$ cat config.mk
export PLATFORM = sky130hd
export DESIGN_NAME = ysyx_23060136_write_arbiter
export DESIGN_NICKNAME = d
export VERILOG_FILES = /design/src/rtl/ysyx_23060136_write_arbiter_pkg.sv /design/src/rtl/ysyx_23060136_rr_pick2.sv /design/src/rtl/ysyx_23060136_write_arbiter.sv
export SDC_FILE = /design/constraint.sdc
export NUM_CORES = 1
export LEC_CHECK = 0
export BUFFER_PORTS_ARGS = -buffer_cell sky130_fd_sc_hd__buf_2
export CAP_MARGIN = 20
export CORE_AREA = 4 4 157 159
export CTS_CLUSTER_DIAMETER = 60
export CTS_CLUSTER_SIZE = 30
export DETAILED_ROUTE_END_ITERATION = 8
export DIE_AREA = 0 0 161 163
export PLACE_DENSITY = 0.39
export SKIP_LAST_GASP = 1
export SLEW_MARGIN = 40
export SYNTH_ARGS = -nofsm -noshare
export SYNTH_HDL_FRONTEND = slang
export SYNTH_SLANG_ARGS = --single-unit
$ cat constraint.sdc
create_clock -name clk -period 5.1 [get_ports clk]
set_clock_uncertainty 0.2 [all_clocks]
set_input_delay 0.51 -clock clk [delete_from_list [all_inputs] [get_ports clk]]
set_output_delay 0.51 -clock clk [all_outputs]
set_load 0.05 [all_outputs]
$ cat src/rtl/ysyx_23060136_write_arbiter_pkg.sv
// Shared types for the AXI4 write-path arbiter.
// FSM states and write-owner encodings.
package ysyx_23060136_write_arbiter_pkg;

  typedef enum logic [1:0] {
    W_IDLE = 2'd0,
    W_DATA = 2'd1,
    W_RESP = 2'd2
  } wstate_t;

  typedef enum logic {
    W_DC  = 1'b0,
    W_MEM = 1'b1
  } wown_t;

endpackage

$ cat src/rtl/ysyx_23060136_rr_pick2.sv
// Two-way round-robin selector, one-hot result.
// Bit 0 is DC, bit 1 is MEM; a tie goes to whoever did not win last.
module ysyx_23060136_rr_pick2
  import ysyx_23060136_write_arbiter_pkg::*;
(
  input  logic       v0,
  input  logic       v1,
  input  wown_t      lg,
  output logic [1:0] pick
);

  always_comb begin
    pick = {v1, v0};
    if (v0 && v1)
      pick = (lg == W_MEM) ? 2'b01 : 2'b10;
  end

endmodule

$ cat src/rtl/ysyx_23060136_write_arbiter.sv
// Shares the SoC AXI4 AW/W/B path between D-cache writeback and MEM stores.
// One transaction at a time, owner held from AW acceptance to B handshake.
module ysyx_23060136_write_arbiter
  import ysyx_23060136_write_arbiter_pkg::*;
#(
  parameter int BEAT_CNT_W = 8
) (
  input  logic        clk,
  input  logic        rst,
  input  logic        WARB_DC_awvalid,
  input  logic [31:0] WARB_DC_awaddr,
  input  logic [3:0]  WARB_DC_awid,
  input  logic [7:0]  WARB_DC_awlen,
  input  logic [2:0]  WARB_DC_awsize,
  input  logic [1:0]  WARB_DC_awburst,
  output logic        WARB_DC_awready,
  input  logic        WARB_DC_wvalid,
  input  logic [63:0] WARB_DC_wdata,
  input  logic [7:0]  WARB_DC_wstrb,
  input  logic        WARB_DC_wlast,
  output logic        WARB_DC_wready,
  output logic        WARB_DC_bvalid,
  output logic [1:0]  WARB_DC_bresp,
  output logic [3:0]  WARB_DC_bid,
  input  logic        WARB_DC_bready,
  input  logic        WARB_MEM_awvalid,
  input  logic [31:0] WARB_MEM_awaddr,
  input  logic [3:0]  WARB_MEM_awid,
  input  logic [7:0]  WARB_MEM_awlen,
  input  logic [2:0]  WARB_MEM_awsize,
  input  logic [1:0]  WARB_MEM_awburst,
  output logic        WARB_MEM_awready,
  input  logic        WARB_MEM_wvalid,
  input  logic [63:0] WARB_MEM_wdata,
  input  logic [7:0]  WARB_MEM_wstrb,
  input  logic        WARB_MEM_wlast,
  output logic        WARB_MEM_wready,
  output logic        WARB_MEM_bvalid,
  output logic [1:0]  WARB_MEM_bresp,
  output logic [3:0]  WARB_MEM_bid,
  input  logic        WARB_MEM_bready,
  output logic        io_master_awvalid,
  output logic [31:0] io_master_awaddr,
  output logic [3:0]  io_master_awid,
  output logic [7:0]  io_master_awlen,
  output logic [2:0]  io_master_awsize,
  output logic [1:0]  io_master_awburst,
  input  logic        io_master_awready,
  output logic        io_master_wvalid,
  output logic [63:0] io_master_wdata,
  output logic [7:0]  io_master_wstrb,
  output logic        io_master_wlast,
  input  logic        io_master_wready,
  input  logic        io_master_bvalid,
  input  logic [1:0]  io_master_bresp,
  input  logic [3:0]  io_master_bid,
  output logic        io_master_bready,
  output logic        wr_err
);

  wstate_t               state, state_n;
  wown_t                 owner, owner_n;
  wown_t                 lg, lg_n;
  logic [BEAT_CNT_W-1:0] beats, beats_n;
  logic                  err_n;
  logic [1:0]            pick;
  logic                  own_mem;
  logic                  run;

  ysyx_23060136_rr_pick2 u_pick (
    .v0   (WARB_DC_awvalid),
    .v1   (WARB_MEM_awvalid),
    .lg   (lg),
    .pick (pick)
  );

  assign own_mem = (owner == W_MEM);
  assign run     = ~rst;

  always_ff @(posedge clk or posedge rst) begin
    if (rst) begin
      state  <= W_IDLE;
      owner  <= W_DC;
      lg     <= W_MEM;
      beats  <= '0;
      wr_err <= 1'b0;
    end else begin
      state  <= state_n;
      owner  <= owner_n;
      lg     <= lg_n;
      beats  <= beats_n;
      wr_err <= err_n;
    end
  end

  // AW fields follow the combinational pick; W fields follow the owner.
  always_comb begin
    io_master_awaddr  = pick[1] ? WARB_MEM_awaddr  : WARB_DC_awaddr;
    io_master_awid    = pick[1] ? WARB_MEM_awid    : WARB_DC_awid;
    io_master_awlen   = pick[1] ? WARB_MEM_awlen   : WARB_DC_awlen;
    io_master_awsize  = pick[1] ? WARB_MEM_awsize  : WARB_DC_awsize;
    io_master_awburst = pick[1] ? WARB_MEM_awburst : WARB_DC_awburst;
    io_master_wdata   = own_mem ? WARB_MEM_wdata : WARB_DC_wdata;
    io_master_wstrb   = own_mem ? WARB_MEM_wstrb : WARB_DC_wstrb;
    io_master_wlast   = own_mem ? WARB_MEM_wlast : WARB_DC_wlast;
    WARB_DC_bresp     = own_mem ? 2'b00 : io_master_bresp;
    WARB_DC_bid       = own_mem ? 4'h0  : io_master_bid;
    WARB_MEM_bresp    = own_mem ? io_master_bresp : 2'b00;
    WARB_MEM_bid      = own_mem ? io_master_bid   : 4'h0;
  end

  always_comb begin
    state_n           = state;
    owner_n           = owner;
    lg_n              = lg;
    beats_n           = beats;
    err_n             = wr_err;
    io_master_awvalid = 1'b0;
    io_master_wvalid  = 1'b0;
    io_master_bready  = 1'b0;
    WARB_DC_awready   = 1'b0;
    WARB_MEM_awready  = 1'b0;
    WARB_DC_wready    = 1'b0;
    WARB_MEM_wready   = 1'b0;
    WARB_DC_bvalid    = 1'b0;
    WARB_MEM_bvalid   = 1'b0;
    unique case (state)
      W_IDLE: begin
        io_master_awvalid = (WARB_DC_awvalid | WARB_MEM_awvalid) & run;
        WARB_DC_awready   = pick[0] & io_master_awready & run;
        WARB_MEM_awready  = pick[1] & io_master_awready & run;
        if (io_master_awvalid && io_master_awready) begin
          owner_n = pick[1] ? W_MEM : W_DC;
          lg_n    = owner_n;
          beats_n = BEAT_CNT_W'(io_master_awlen);
          state_n = W_DATA;
        end
      end
      W_DATA: begin
        io_master_wvalid = (own_mem ? WARB_MEM_wvalid : WARB_DC_wvalid) & run;
        WARB_DC_wready   = ~own_mem & io_master_wready & run;
        WARB_MEM_wready  = own_mem & io_master_wready & run;
        if (io_master_wvalid && io_master_wready) begin
          if (io_master_wlast) begin
            state_n = W_RESP;
            if (beats != '0) err_n = 1'b1;
          end else if (beats == '0) begin
            err_n = 1'b1;
          end else begin
            beats_n = beats - 1'b1;
          end
        end
      end
      W_RESP: begin
        io_master_bready = (own_mem ? WARB_MEM_bready : WARB_DC_bready) & run;
        WARB_DC_bvalid   = ~own_mem & io_master_bvalid & run;
        WARB_MEM_bvalid  = own_mem & io_master_bvalid & run;
        if (io_master_bvalid && io_master_bready)
          state_n = W_IDLE;
      end
      default: state_n = W_IDLE;
    endcase
  end

endmodule

==> results by group <==
Critical path
  • Worst reg2reg startpoint: own_mem
  • Crit path capture: io_master_awsize[0]
  • Reg-to-Reg End: beats[0]
  • CP endpoint kind: primary output
  • CP Cell Sequence: buf_2 -> a21boi_4 -> buf_8 -> buf_4 -> mux2_2 -> buf_2
  • WP depth: 6
  • CP required: 4.39 ns
  • R2r worst-path depth: 5
  • Worst reg-to-reg setup slack: around 2.9 ns
  • WP data arrival: 2.06 ns
  • Most used cell, CP: buf_2
  • Worst Path Max Fanout: 21
  • Startpoint Class: input port
  • Kind of critical path: input port to primary output
  • CP Launch Point: WARB_MEM_awvalid
  • Crit path max-delay family: buffers and inverters
  • CP peak stage delay: about 0.38 ns
  • CP bufs+invs: 4
  • Crit path max-delay cell type: mux2_2

Logic synthesis
  • Largest family of logic cells by synthesized area: multiplexers
  • Ys Warns: 0
  • Top-count cell post-synth: mux2_2
  • Ys async rst share: 1.00
  • Commonest cells in the netlist: mux2_2, dfrtp_1, clkbuf_1
  • Mapped Cells: ~250
  • Mapped Area: 0.00247 mm²
  • Sequential area share after synthesis: 0.132
  • #FFs+latches synth: 13
  • Leading area contributor after synthesis: mux2_2
  • Adder-Cell Fraction of Synth Area: 0.0101
  • Distinct cells, synth: 42
  • Post-synth top flop: dfrtp_1
  • Syn Nets: 516
  • Post-synthesis compound-gate area fraction: 0.111
  • Top cell type's share of synthesized area: 0.556
  • Post-synth EDFFs: 0
  • Synth Area in XOR/XNOR: 0
  • Post-Synth Simple-Gate Area: 0.122
  • Mux share of post-synthesis cell area: 0.572
  • Avg Inst Size Synth: 9.76 µm²
  • Synth top area cells: mux2_2, dfrtp_1, and2_1

Place
  • Dpl ws: 2.31 ns
  • Gp weighted congestion: 0.815
  • Placed standard-cell area: 0.00490 mm²
  • Port Buffers: 404
  • DP HPWL: 16200 µm

Clock network
  • CTS Hold Bufs: 0
  • Longest Clk Path Bufs: 2
  • Root Buffer: clkbuf_16
  • H-tree depth: 1
  • Post-cts sizing count: 0
  • CTS buffer count: 3
  • Sinks on Clock Net: 13
  • Post-CTS Setup Inserts: 0
  • Worst-skew pair later-pin latency: 0.24 ns
  • CTS clk-pin slew, worst paths: 0.05 ns
  • TritonCTS clock tree: yes

STA
  • Setup ws final: 2.33 ns
  • Worst Tran Pin Value: 0.631 ns
  • Max-slew headroom: 0.576
  • Fin. max-slew vios: 0
  • Final hold violation count: 0
  • Worst Hold Slack: 0.158 ns
  • Final setup vio count: 0
  • Fmax: 361 MHz
  • Final worst-path cycle share: 0.543
  • Setup TNS: 0 ns
  • Min cycle time layout: 2.77 ns
  • RSZ-0062 raised after global routing: false

Pwr
  • Pwr Density: 505 mW/mm²
  • P_leak: 2.59 nW
  • VDD IR max: 0.277 mV

Hold path
  • HP Class: input port to asynchronous set/reset pin

Global route
  • First-pass GRT wire length: about 24000 µm
  • GRT Total Usage: 0.122
  • Antenna violations before repair: 11
  • Largest net degree at the start of global routing: 50
  • Total gr overflow: 0
  • Vias in the first global route: ~3900

Final layout
  • Fin area: 0.00498 mm²
  • Layout cells sized above 1: 0.844
  • Layout Nets: 912
  • Synthesis-to-finish area growth: 102%
  • Multi-input gate area: approximately 0.002 mm²
  • Fill cell count: 2661
  • Sequential cell area: 330 µm²

Die
  • DIE AREA: about 0.026 mm²
  • Die Wd: 161 µm
  • Rows: 56
  • IO Count: 405
  • Die H: 163 µm
  • Core area: 0.0233 mm²
  • Initial Utilization: 0.106

Drt
  • Iteration-0 DRC Markers: 92
  • First-pass DRT Iterations: 4
  • Vias per inst: 3.75
  • Total routed wirelength: 17900 µm
  • Total number of vias: between 3000 and 4000
  • Drt drc: 0
  • Detail Route Antenna Nets: 0
  • Wire per inst: 18.5 µm

Run status
  • Status: complete, no violations

Run
  • Max-Cap Viols: 0
## layout make-up
| class | instances | share of cell area |
|---|---|---|
| clock buffer | 4 | 0.0158 |
| sequential | 13 | 0.0663 |
| tap | 319 | 0.0801 |
| timing repair buffer | 411 | 0.424 |
| multi-input combinational | 211 | 0.406 |
| inverter | 9 | 0.00678 |
| antenna | 1 | 0.000502 |
## sequential cells by signal, summed over array words and instances (netlist names)
name,cells
state,2
own_mem,1
wr_err,1
lg,1
beats,8
## layout by cell type (no fill, tap or decap), types with 2 or more instances in the layout
cell type / Yosys / routed
mux2i_1: 4 / 4
nor4b_1: 2 / 2
nor4_1: 2 / 2
o2bb2ai_1: 2 / 2
o21ai_0: 6 / 6
nand4_1: 3 / 3
buf_8: 0 / 2
buf_2: 7 / 404
nor2b_1: 8 / 8
nand2b_1: 2 / 2
clkbuf_16: 0 / 3
and3_1: 2 / 2
nor2_1: 8 / 8
mux2_2: 122 / 122
a21oi_1: 3 / 3
buf_4: 1 / 3
nand3_1: 2 / 2
dfrtp_1: 12 / 11
inv_1: 9 / 9
a2bb2oi_1: 4 / 4
nand2_1: 3 / 3
buf_12: 0 / 2
a211oi_1: 6 / 6
and2_1: 8 / 8
ha_1: 2 / 2
nor3_1: 4 / 4
a21o_1: 3 / 3
## cells by family (layout without fill, tap and decap cells)
kind of cell | after synthesis | after routing
mux | 126 | 126
compound gates | 34 | 34
flops | 13 | 13
other cells | 0 | 1
buf+inv | 29 | 424
fa+ha+maj | 2 | 2
simple gates | 49 | 49
## layer usage
metal  part of all wire  GRT usage  vias to the layer above
li1                   -          -                     1746
met1               0.33      0.117                     1591
met2               0.54      0.252                      251
met3               0.11     0.0496                       22
met4             0.0040     0.0105                       20
met5             0.0077          0                        -
## power breakdown
part | leakage, nW | total [mW] | switching, mW | internal [mW]
Clock | 0.0382 | 0.152 | 0.0459 | 0.106
Combinational | 2.41 | 2.15 | 1.48 | 0.665
Sequential | 0.149 | 0.221 | 0.0626 | 0.158
## how the worst min path moves through the flow
stage	startpoint	to	slack, ns	cells past startpoint
after floorplan	lg	lg	0.30	1
after global placement	wr_err	wr_err	0.25	1
after detailed placement	wr_err	wr_err	0.26	1
after CTS	rst	own_mem	0.18	3
after global routing	rst	state[0]	0.20	3
final	rst	beats[1]	0.16	3
## metrics by stage
step | utilization | instances | total power, mW
3_3_place_gp | 0.208 | 959 | 2.36
5_1_grt | 0.214 | 967 | 2.64
2_1_floorplan | - | 253 | 1.83
4_1_cts | 0.214 | 967 | 2.55
3_5_place_dp | 0.211 | 963 | 2.39
6_report | 0.214 | 968 | 2.52
## worst reg2reg max path: stages (launching register included)
cell and delay [ns]:
dfrtp_4 0.46, buf_12 0.23, mux2_2 0.48, a2bb2oi_4 0.35
a21oi_4 0.12, o22a_2 0.24
Power figures use the tool's default switching activity.
